$ cat src/rtl/regfile_read_sequencer.sv
// Steps one shared register-file read port through rs1, rs2 and store-data reads for one
// instruction. Optional build macro: REG_G0_SKIP_EN (skip %g0 reads, operand loads 0).
module regfile_read_sequencer #(
    parameter int unsigned WIDTH = 32,
    parameter int unsigned AW    = 5
) (
    input  logic             clk,
    input  logic             clr_n,
    input  logic             start,
    input  logic [AW-1:0]    rs1,
    input  logic [AW-1:0]    rs2,
    input  logic [AW-1:0]    rd,
    input  logic             use_rs2,
    input  logic             use_rd,
    input  logic             dbl,
    input  logic [WIDTH-1:0] rdata,
    output logic [AW-1:0]    sel,
    output logic             busy,
    output logic             done,
    output logic [WIDTH-1:0] opa,
    output logic [WIDTH-1:0] opb,
    output logic [WIDTH-1:0] opc,
    output logic [WIDTH-1:0] opd
);

    typedef enum logic [2:0] {StIdle, StRdA, StRdB, StRdC, StRdD, StDone} state_e;

    state_e          state_q, state_d;
    logic [AW-1:0]   rs1_q, rs2_q, rd_q;
    logic            use_rs2_q, use_rd_q, dbl_q;

    logic [AW-1:0]   src_rs1, src_rs2, idx_c, idx_d, sel_d;
    logic            src_use_rs2, src_use_rd, src_dbl;
    logic            need_a, need_b, need_c, need_d;

    function automatic state_e pick(input logic b, input logic c, input logic d);
        if (b)      return StRdB;
        else if (c) return StRdC;
        else if (d) return StRdD;
        else        return StDone;
    endfunction

    // In IDLE the decisions come straight from the inputs so the first sel can be
    // registered on the accepting edge; afterwards they come from the latched copy.
    always_comb begin
        if (state_q == StIdle) begin
            src_rs1     = rs1;
            src_rs2     = rs2;
            idx_c       = dbl ? {rd[AW-1:1], 1'b0} : rd;
            idx_d       = {rd[AW-1:1], 1'b1};
            src_use_rs2 = use_rs2;
            src_use_rd  = use_rd;
            src_dbl     = dbl;
        end else begin
            src_rs1     = rs1_q;
            src_rs2     = rs2_q;
            idx_c       = dbl_q ? {rd_q[AW-1:1], 1'b0} : rd_q;
            idx_d       = {rd_q[AW-1:1], 1'b1};
            src_use_rs2 = use_rs2_q;
            src_use_rd  = use_rd_q;
            src_dbl     = dbl_q;
        end
`ifdef REG_G0_SKIP_EN
        need_a = (src_rs1 != '0);
        need_b = src_use_rs2 && (src_rs2 != '0);
        need_c = src_use_rd && (idx_c != '0);
        need_d = src_use_rd && src_dbl && (idx_d != '0);
`else
        need_a = 1'b1;
        need_b = src_use_rs2;
        need_c = src_use_rd;
        need_d = src_use_rd && src_dbl;
`endif
    end

    always_comb begin
        state_d = state_q;
        case (state_q)
            StIdle:  if (start) state_d = need_a ? StRdA : pick(need_b, need_c, need_d);
            StRdA:   state_d = pick(need_b, need_c, need_d);
            StRdB:   state_d = pick(1'b0, need_c, need_d);
            StRdC:   state_d = pick(1'b0, 1'b0, need_d);
            StRdD:   state_d = StDone;
            StDone:  state_d = StIdle;
            default: state_d = StIdle;
        endcase

        case (state_d)
            StRdA:   sel_d = src_rs1;
            StRdB:   sel_d = src_rs2;
            StRdC:   sel_d = idx_c;
            StRdD:   sel_d = idx_d;
            default: sel_d = '0;
        endcase
    end

    always_ff @(posedge clk or negedge clr_n) begin
        if (!clr_n) begin
            state_q   <= StIdle;
            rs1_q     <= '0;
            rs2_q     <= '0;
            rd_q      <= '0;
            use_rs2_q <= 1'b0;
            use_rd_q  <= 1'b0;
            dbl_q     <= 1'b0;
            sel       <= '0;
            busy      <= 1'b0;
            done      <= 1'b0;
            opa       <= '0;
            opb       <= '0;
            opc       <= '0;
            opd       <= '0;
        end else begin
            state_q <= state_d;
            sel     <= sel_d;
            busy    <= (state_d != StIdle);
            done    <= (state_d == StDone);
            case (state_q)
                StIdle: begin
                    if (start) begin
                        rs1_q     <= rs1;
                        rs2_q     <= rs2;
                        rd_q      <= rd;
                        use_rs2_q <= use_rs2;
                        use_rd_q  <= use_rd;
                        dbl_q     <= dbl;
                        opa       <= '0;
                        opb       <= '0;
                        opc       <= '0;
                        opd       <= '0;
                    end
                end
                StRdA:   opa <= rdata;
                StRdB:   opb <= rdata;
                StRdC:   opc <= rdata;
                StRdD:   opd <= rdata;
                default: ;
            endcase
        end
    end

endmodule

$ cat config.mk
export PLATFORM = sky130hd
export DESIGN_NAME = regfile_read_sequencer
export DESIGN_NICKNAME = d
export VERILOG_FILES = /design/src/rtl/regfile_read_sequencer.sv
export SDC_FILE = /design/constraint.sdc
export NUM_CORES = 1
export LEC_CHECK = 0
export BUFFER_PORTS_ARGS = -buffer_cell sky130_fd_sc_hd__clkbuf_2
export CAP_MARGIN = 20
export CORE_ASPECT_RATIO = 0.9
export CORE_MARGIN = 2
export CORE_UTILIZATION = 46
export DETAILED_ROUTE_END_ITERATION = 10
export GPL_ROUTABILITY_DRIVEN = 1
export PLACE_DENSITY = 0.87
export SYNTH_ARGS = -nofsm -noshare
export SYNTH_HDL_FRONTEND = slang
export SYNTH_SLANG_ARGS = --single-unit
export TNS_END_PERCENT = 30
$ cat constraint.sdc
create_clock -name clk -period 1.7 [get_ports clk]
set_input_delay 0.255 -clock clk [delete_from_list [all_inputs] [get_ports clk]]
set_output_delay 0.255 -clock clk [all_outputs]
set_load 0.05 [all_outputs]
==> results.md, run 1 <==
* Row cnt at 39
* Final hold violations at 0
* Max-Cap Viols at 0
* Global placer's final weighted congestion at 0.858
* Yosys top cell by area: dfrtp_1
* R2r setup slk at 0.11 ns
* Cell count after synthesis at 670
* WP depth at 6
* Die W at 126 um
* Yosys top cell area share at 61.8%
* Post-DRT Antenna Nets at 0
* Tmin final at 1.59 ns
* Number of global-route vias before repair at 5398
* CTS root buf: clkbuf_16
* CTS tree: built
* Synth area leaders: dfrtp_1, nand2_1, nand3_1
* Via Count at 5391
* Worst setup EP type: flip-flop
* Reg2reg path depth at 6
* Outcome: finished, final reports clean
* Core ar. at 12800 um2
* Syn_nets at 723
* Crit path from: state_q[2]
* IO Pins at 188
* Tot GR Track Use at 24.1%
* Synth cell count leaders: nand2_1, dfrtp_1, nand3_1
* Number of flops mapped to enable cells by yosys at 0
* Area delta synth->final at 31.9%
* Max Clock Skew at 0.00803 ns
* Starting density of the core at 47.6%
* Largest net degree at the start of global routing at 60
* Worst-Margin Slew at 0.370 ns
* RR Endpoint: sel[0]
* Max Fclk at 0.627 GHz
* Total Wirelength at 16600 um
* Count leader, synth: nand2_1
* Seq cells post-synth at 151
* Final net count at 914
* CTS max path bufs at 2
* Drc violations at 0
* Warning count from the yosys run at 0
* Worst hold path type: input port to flip-flop
* Post-Syn Area at 6110 um2
* Seq/Total Area, Yosys at 61.8%
* H-tree levels at 4
* Max-slew headroom at 75.3%
* Clk sinks at 151
* DP HPWL at 11200 um
* Crit path max-delay cell type: dfrtp_2
* Crit-path cells: buf_4 -> nor3_4 -> buf_4 -> and3b_1 -> o21ai_0 -> o21ai_0
* Die Height at 113 um
* PortBufs at 187
* Initial antenna violation count at 0
* Syn Area/Cell at 9.12 um2
* Vias/cell at 5.20
* Top cell family by delay on the critical path: flip-flops
* Crit path kind: flip-flop to flip-flop
* Worst endpoint required time at 2.03 ns
* Non-Filler Instances at 1037
* Final worst-path cycle share at 93.8%
* Diode count at 0
* CP Data Arrival Time at 1.92 ns
* WL/cell at 16.0 um
* Fin. max-slew vios at 0
* Dominant synthesized flop cell: dfrtp_1
* # setup viols final at 0
* Final Util at 62.8%
* RSZ-0062 raised after global routing: false
* Num CTS Buffers at 17
* Share of layout cells above drive strength 1 at 29.8%
* Unique masters post-synth at 33
* CP Buf/Inv Count at 2
* DR iter-0 viols at 396
* First-pass GRT wire length at 27100 um
* Worst-path clk slew at 0.06 ns
* Clk_lat worst skew at 0.42 ns
* Initial DRT Pass Iterations at 4
* Die area at 14200 um2
* CP Max Fanout at 6
* Grt ovf at 0
* Post-synthesis async set-or-reset flop share at 100%
* CP peak stage delay at 0.46 ns
* CP startpoint kind: flip-flop
* TNS Setup at 0 ns
* Filler cells at 1037
* Hold depth at 3
* Worst r2r src: state_q[2]
* Termination of the worst setup path: sel[0]
* Placed insts at 1005
## flip-flops by register name, indices dropped and copies added, names as in the netlist
name and flops:
opa 32, opb 32, opc 32, opd 32, rd_q 5, rs2_q 5
sel 5, state_q 3, busy 1, dbl_q 1, done 1, use_rd_q 1
use_rs2_q 1
## layout by cell type (no fill, tap or decap), types with 2 or more instances in the layout
master / Yosys / final
a21oi_1: 2 / 2
a32o_1: 2 / 2
buf_12: 0 / 10
buf_4: 5 / 22
bufinv_16: 0 / 4
clkbuf_1: 29 / 3
clkbuf_16: 0 / 17
clkbuf_2: 0 / 186
clkbuf_8: 0 / 5
dfrtp_1: 151 / 148
dfrtp_2: 0 / 3
inv_1: 3 / 3
mux2i_1: 4 / 4
nand2_1: 298 / 298
nand3_1: 69 / 69
nor2_1: 3 / 2
nor3_2: 1 / 2
o211ai_1: 4 / 4
o21ai_0: 67 / 67
## worst min-delay path, stage by stage
cell and delay (ns):
clkbuf_2 0.07, nand2_1 0.04, nand2_1 0.05
## area by class of cell
class	instances	area (um2)	area share, %
Tap cell	164	205	2.55
Inverter	4	15.0	0.186
Sequential cell	151	3780	46.9
Timing Repair Buffer	220	1320	16.3
Clock buffer	25	505	6.27
Clock inverter	6	136	1.69
Multi-Input combinational cell	467	2100	26.0
## worst min-delay path by stage
stage,startpoint,to,slack [ns]
6_report,rs2[2],rs2_q[2],0.03
5_1_grt,rs2[1],rs2_q[1],0.04
4_1_cts,rs2[4],rs2_q[4],0.01
3_5_place_dp,clr_n,opc[2],0.18
3_3_place_gp,clr_n,opc[2],0.18
2_1_floorplan,clr_n,busy,-0.04
## layer usage
layer	vias up	wire length, um	global-route usage [%]
met5	-	0	0
met3	34	1280	6.38
met4	0	352	9.11
li1	2539	-	-
met2	236	8210	40.7
met1	2582	6790	29.9
## cell families after synthesis
kind of cell	synth area share (%)
xor gates and xnor gates	0.143
buffers and inverters	4.28
AOI/OAI and AO/OA	6.84
DFF	61.8
muxes	0.880
and+or+nand+nor	26.0
## what timing repair did
action / CTS / global route
setup endpoints to repair: 0 / 4
endpoints found under the hold margin: 30 / 0
hold buffers: 1 / 0
gates resized for setup: 0 / 4
buffers inserted: 0 / 0
## metrics by stage
stage               cell area (um2)  hold slack, ns  setup slack, ns
global route                   8060          0.0361          0.00131
floorplan                      6110         -0.0406            0.135
finish                         8060          0.0268            0.105
global placement               7400           0.182            0.142
detailed placement             7400           0.184           0.0453
CTS                            8050          0.0132           0.0453
Power of run 1 is left out: the tool's default activity adds up to more than one toggle a clock period on the data nets, which glitch-free logic cannot reach.
==> run 2, diff against run 1 <==
--- a/config.mk
+++ b/config.mk
@@ -9,10 +9,10 @@
 export CAP_MARGIN = 20
 export CORE_ASPECT_RATIO = 0.9
 export CORE_MARGIN = 2
-export CORE_UTILIZATION = 46
+export CORE_UTILIZATION = 30
 export DETAILED_ROUTE_END_ITERATION = 10
 export GPL_ROUTABILITY_DRIVEN = 1
-export PLACE_DENSITY = 0.87
+export PLACE_DENSITY = 0.64
 export SYNTH_ARGS = -nofsm -noshare
 export SYNTH_HDL_FRONTEND = slang
 export SYNTH_SLANG_ARGS = --single-unit
==> results.md, run 2 (same netlist as run 1, synthesis figures left out) <==
* Non-Filler Instances at 1130 (+9.0%)
* Post-DRT Antenna Nets at 0 (unchanged)
* First-pass GRT wire length at 28500 um (+5.1%)
* Via Count at 5260 (-2.4%)
* Hold depth at 3 (unchanged)
* Tot GR Track Use at 16.8% (-7.3 points)
* Final hold violations at 0 (unchanged)
* Global placer's final weighted congestion at 0.756 (-12%)
* R2r setup slk at 0.08 ns (-0.03 ns)
* Most frequent cells in the layout: nand2_1, clkbuf_2, dfrtp_1
* WL/cell at 15.7 um (-2.3%)
* RSZ-0062 raised after global routing: true
* Max Fclk at 0.616 GHz (-1.8%)
* Max-slew headroom at 67.6% (-7.7 points)
* Final worst-path cycle share at 95.5% (+1.7 points)
* Final Util at 40.7% (-22 points)
* Worst-path clk slew at 0.06 ns (about the same)
* Die area at 21500 um2 (+51%)
* Hold Crit Start: rs2[3]
* Final net count at 917 (+0.33%)
* Crit path max-delay cell type: or3_2
* Pre-CTS setup slack at -0.0324 ns (-0.0778 ns)
* Commonest non-fill, non-tap cell in the layout: nand2_1
* Max-Cap Viols at 0 (unchanged)
* Core ar. at 20000 um2 (+56%)
* Area delta synth->final at 33.2%
* IO Pins at 188 (unchanged)
* H-tree levels at 4 (unchanged)
* Worst setup EP type: flip-flop
* Outcome: finished, final reports clean
* Number of global-route vias before repair at 5172 (-4.2%)
* Worst Setup Slack, final at 0.0761 ns (-0.0290 ns)
* RR Endpoint: sel[1]
* CTS root buf: clkbuf_16
* Largest net degree at the start of global routing at 77 (+28%)
* Num CTS Buffers at 17 (unchanged)
* Initial antenna violation count at 0 (unchanged)
* Initial DRT Pass Iterations at 7 (+3)
* Die W at 154 um (+23%)
* Crit path kind: flip-flop to flip-flop
* Worst r2r src: state_q[2]
* CP startpoint kind: flip-flop
* TNS Setup at 0 ns (unchanged)
* Max Clock Skew at 0.00586 ns (-0.00217 ns)
* CP Data Arrival Time at 1.95 ns (+0.03 ns)
* Clk sinks at 151 (unchanged)
* CP peak stage delay at 0.48 ns (+0.02 ns)
* Reg2reg path depth at 5 (-1)
* Placed insts at 1093 (+8.8%)
* Row cnt at 49 (+26%)
* Share of layout cells above drive strength 1 at 30.6% (+0.85 points)
* Grt ovf at 0 (unchanged)
* Worst hold path type: input port to flip-flop
* Worst-Margin Slew at 0.485 ns (+0.116 ns)
* Total Wirelength at 17700 um (+6.4%)
* Diode count at 0 (unchanged)
* Termination of the worst setup path: sel[1]
* CTS tree: built
* # setup viols final at 0 (unchanged)
* Clk_lat worst skew at 0.42 ns (about the same)
* Starting density of the core at 30.6% (-17 points)
* Tmin final at 1.62 ns (+0.0290 ns)
* CTS max path bufs at 2 (unchanged)
* CP Max Fanout at 7 (+1)
* Worst endpoint required time at 2.03 ns (about the same)
* DR iter-0 viols at 306 (-23%)
* Crit path from: state_q[2]
* PortBufs at 187 (unchanged)
* DP HPWL at 11600 um (+3.5%)
* Fin. max-slew vios at 0 (unchanged)
* Crit-path cells: inv_2 -> or3_2 -> o311ai_4 -> mux2i_2 -> o211ai_1
* Vias/cell at 4.65 (-10%)
* Drc violations at 0 (unchanged)
* Die Height at 139 um (+23%)
-- run 2: cell types whose count changed in the layout (fill, tap and decap cells not counted), moves of 2 or more --
cell	previous run	this run
clkbuf_1	3	1
buf_12	10	7
clkinv_2	0	2
bufinv_16	4	2
buf_4	22	27
-- run 2: final cells by class --
cell class	count	area (um2)
sequential	151	3780
clock buffer	23	498
tap	255	319
multi-input combinational	467	2130
timing repair buffer	223	1310
fill	1983	11800
inverter	4	15.0
clock inverter	7	93.8
-- run 2: through the flow --
stage          hold WS [ns]  area [um2]
5_1_grt              0.0115        8140
3_5_place_dp          0.197        7460
2_1_floorplan       -0.0406        6110
6_report             0.0273        8140
3_3_place_gp          0.195        7460
4_1_cts             0.00646        8070
-- run 2: worst min-delay path by stage --
stage and end:
6_report rs2_q[3], 5_1_grt rs2_q[3], 4_1_cts rs2_q[3], 3_5_place_dp opb[12], 3_3_place_gp opb[12], 2_1_floorplan busy
-- run 2: critical path, delay by kind of cell, from the launching register on --
family / cells / cell delay, ns
buf+inv: 1 / 0.09
simple gates: 1 / 0.48
mux: 1 / 0.18
flops: 1 / 0.45
compound gates: 2 / 0.34
-- run 2: what timing repair did --
item	CTS	global route
hold buffers	1	0
pin swaps	1	3
gates resized for setup	2	7
setup buffers	0	6
setup endpoints to repair	11	12
endpoints found under the hold margin	35	0
-- run 2: routing by layer --
metal  wire, um  GRT usage [%]  vias to the layer above
met3       1160           5.11                       20
met4        278           5.26                        0
met2       8140           25.8                      151
met1       8120           22.8                     2546
met5          0              0                        -
li1           -              -                     2543
Power of run 2 is left out for the same reason.
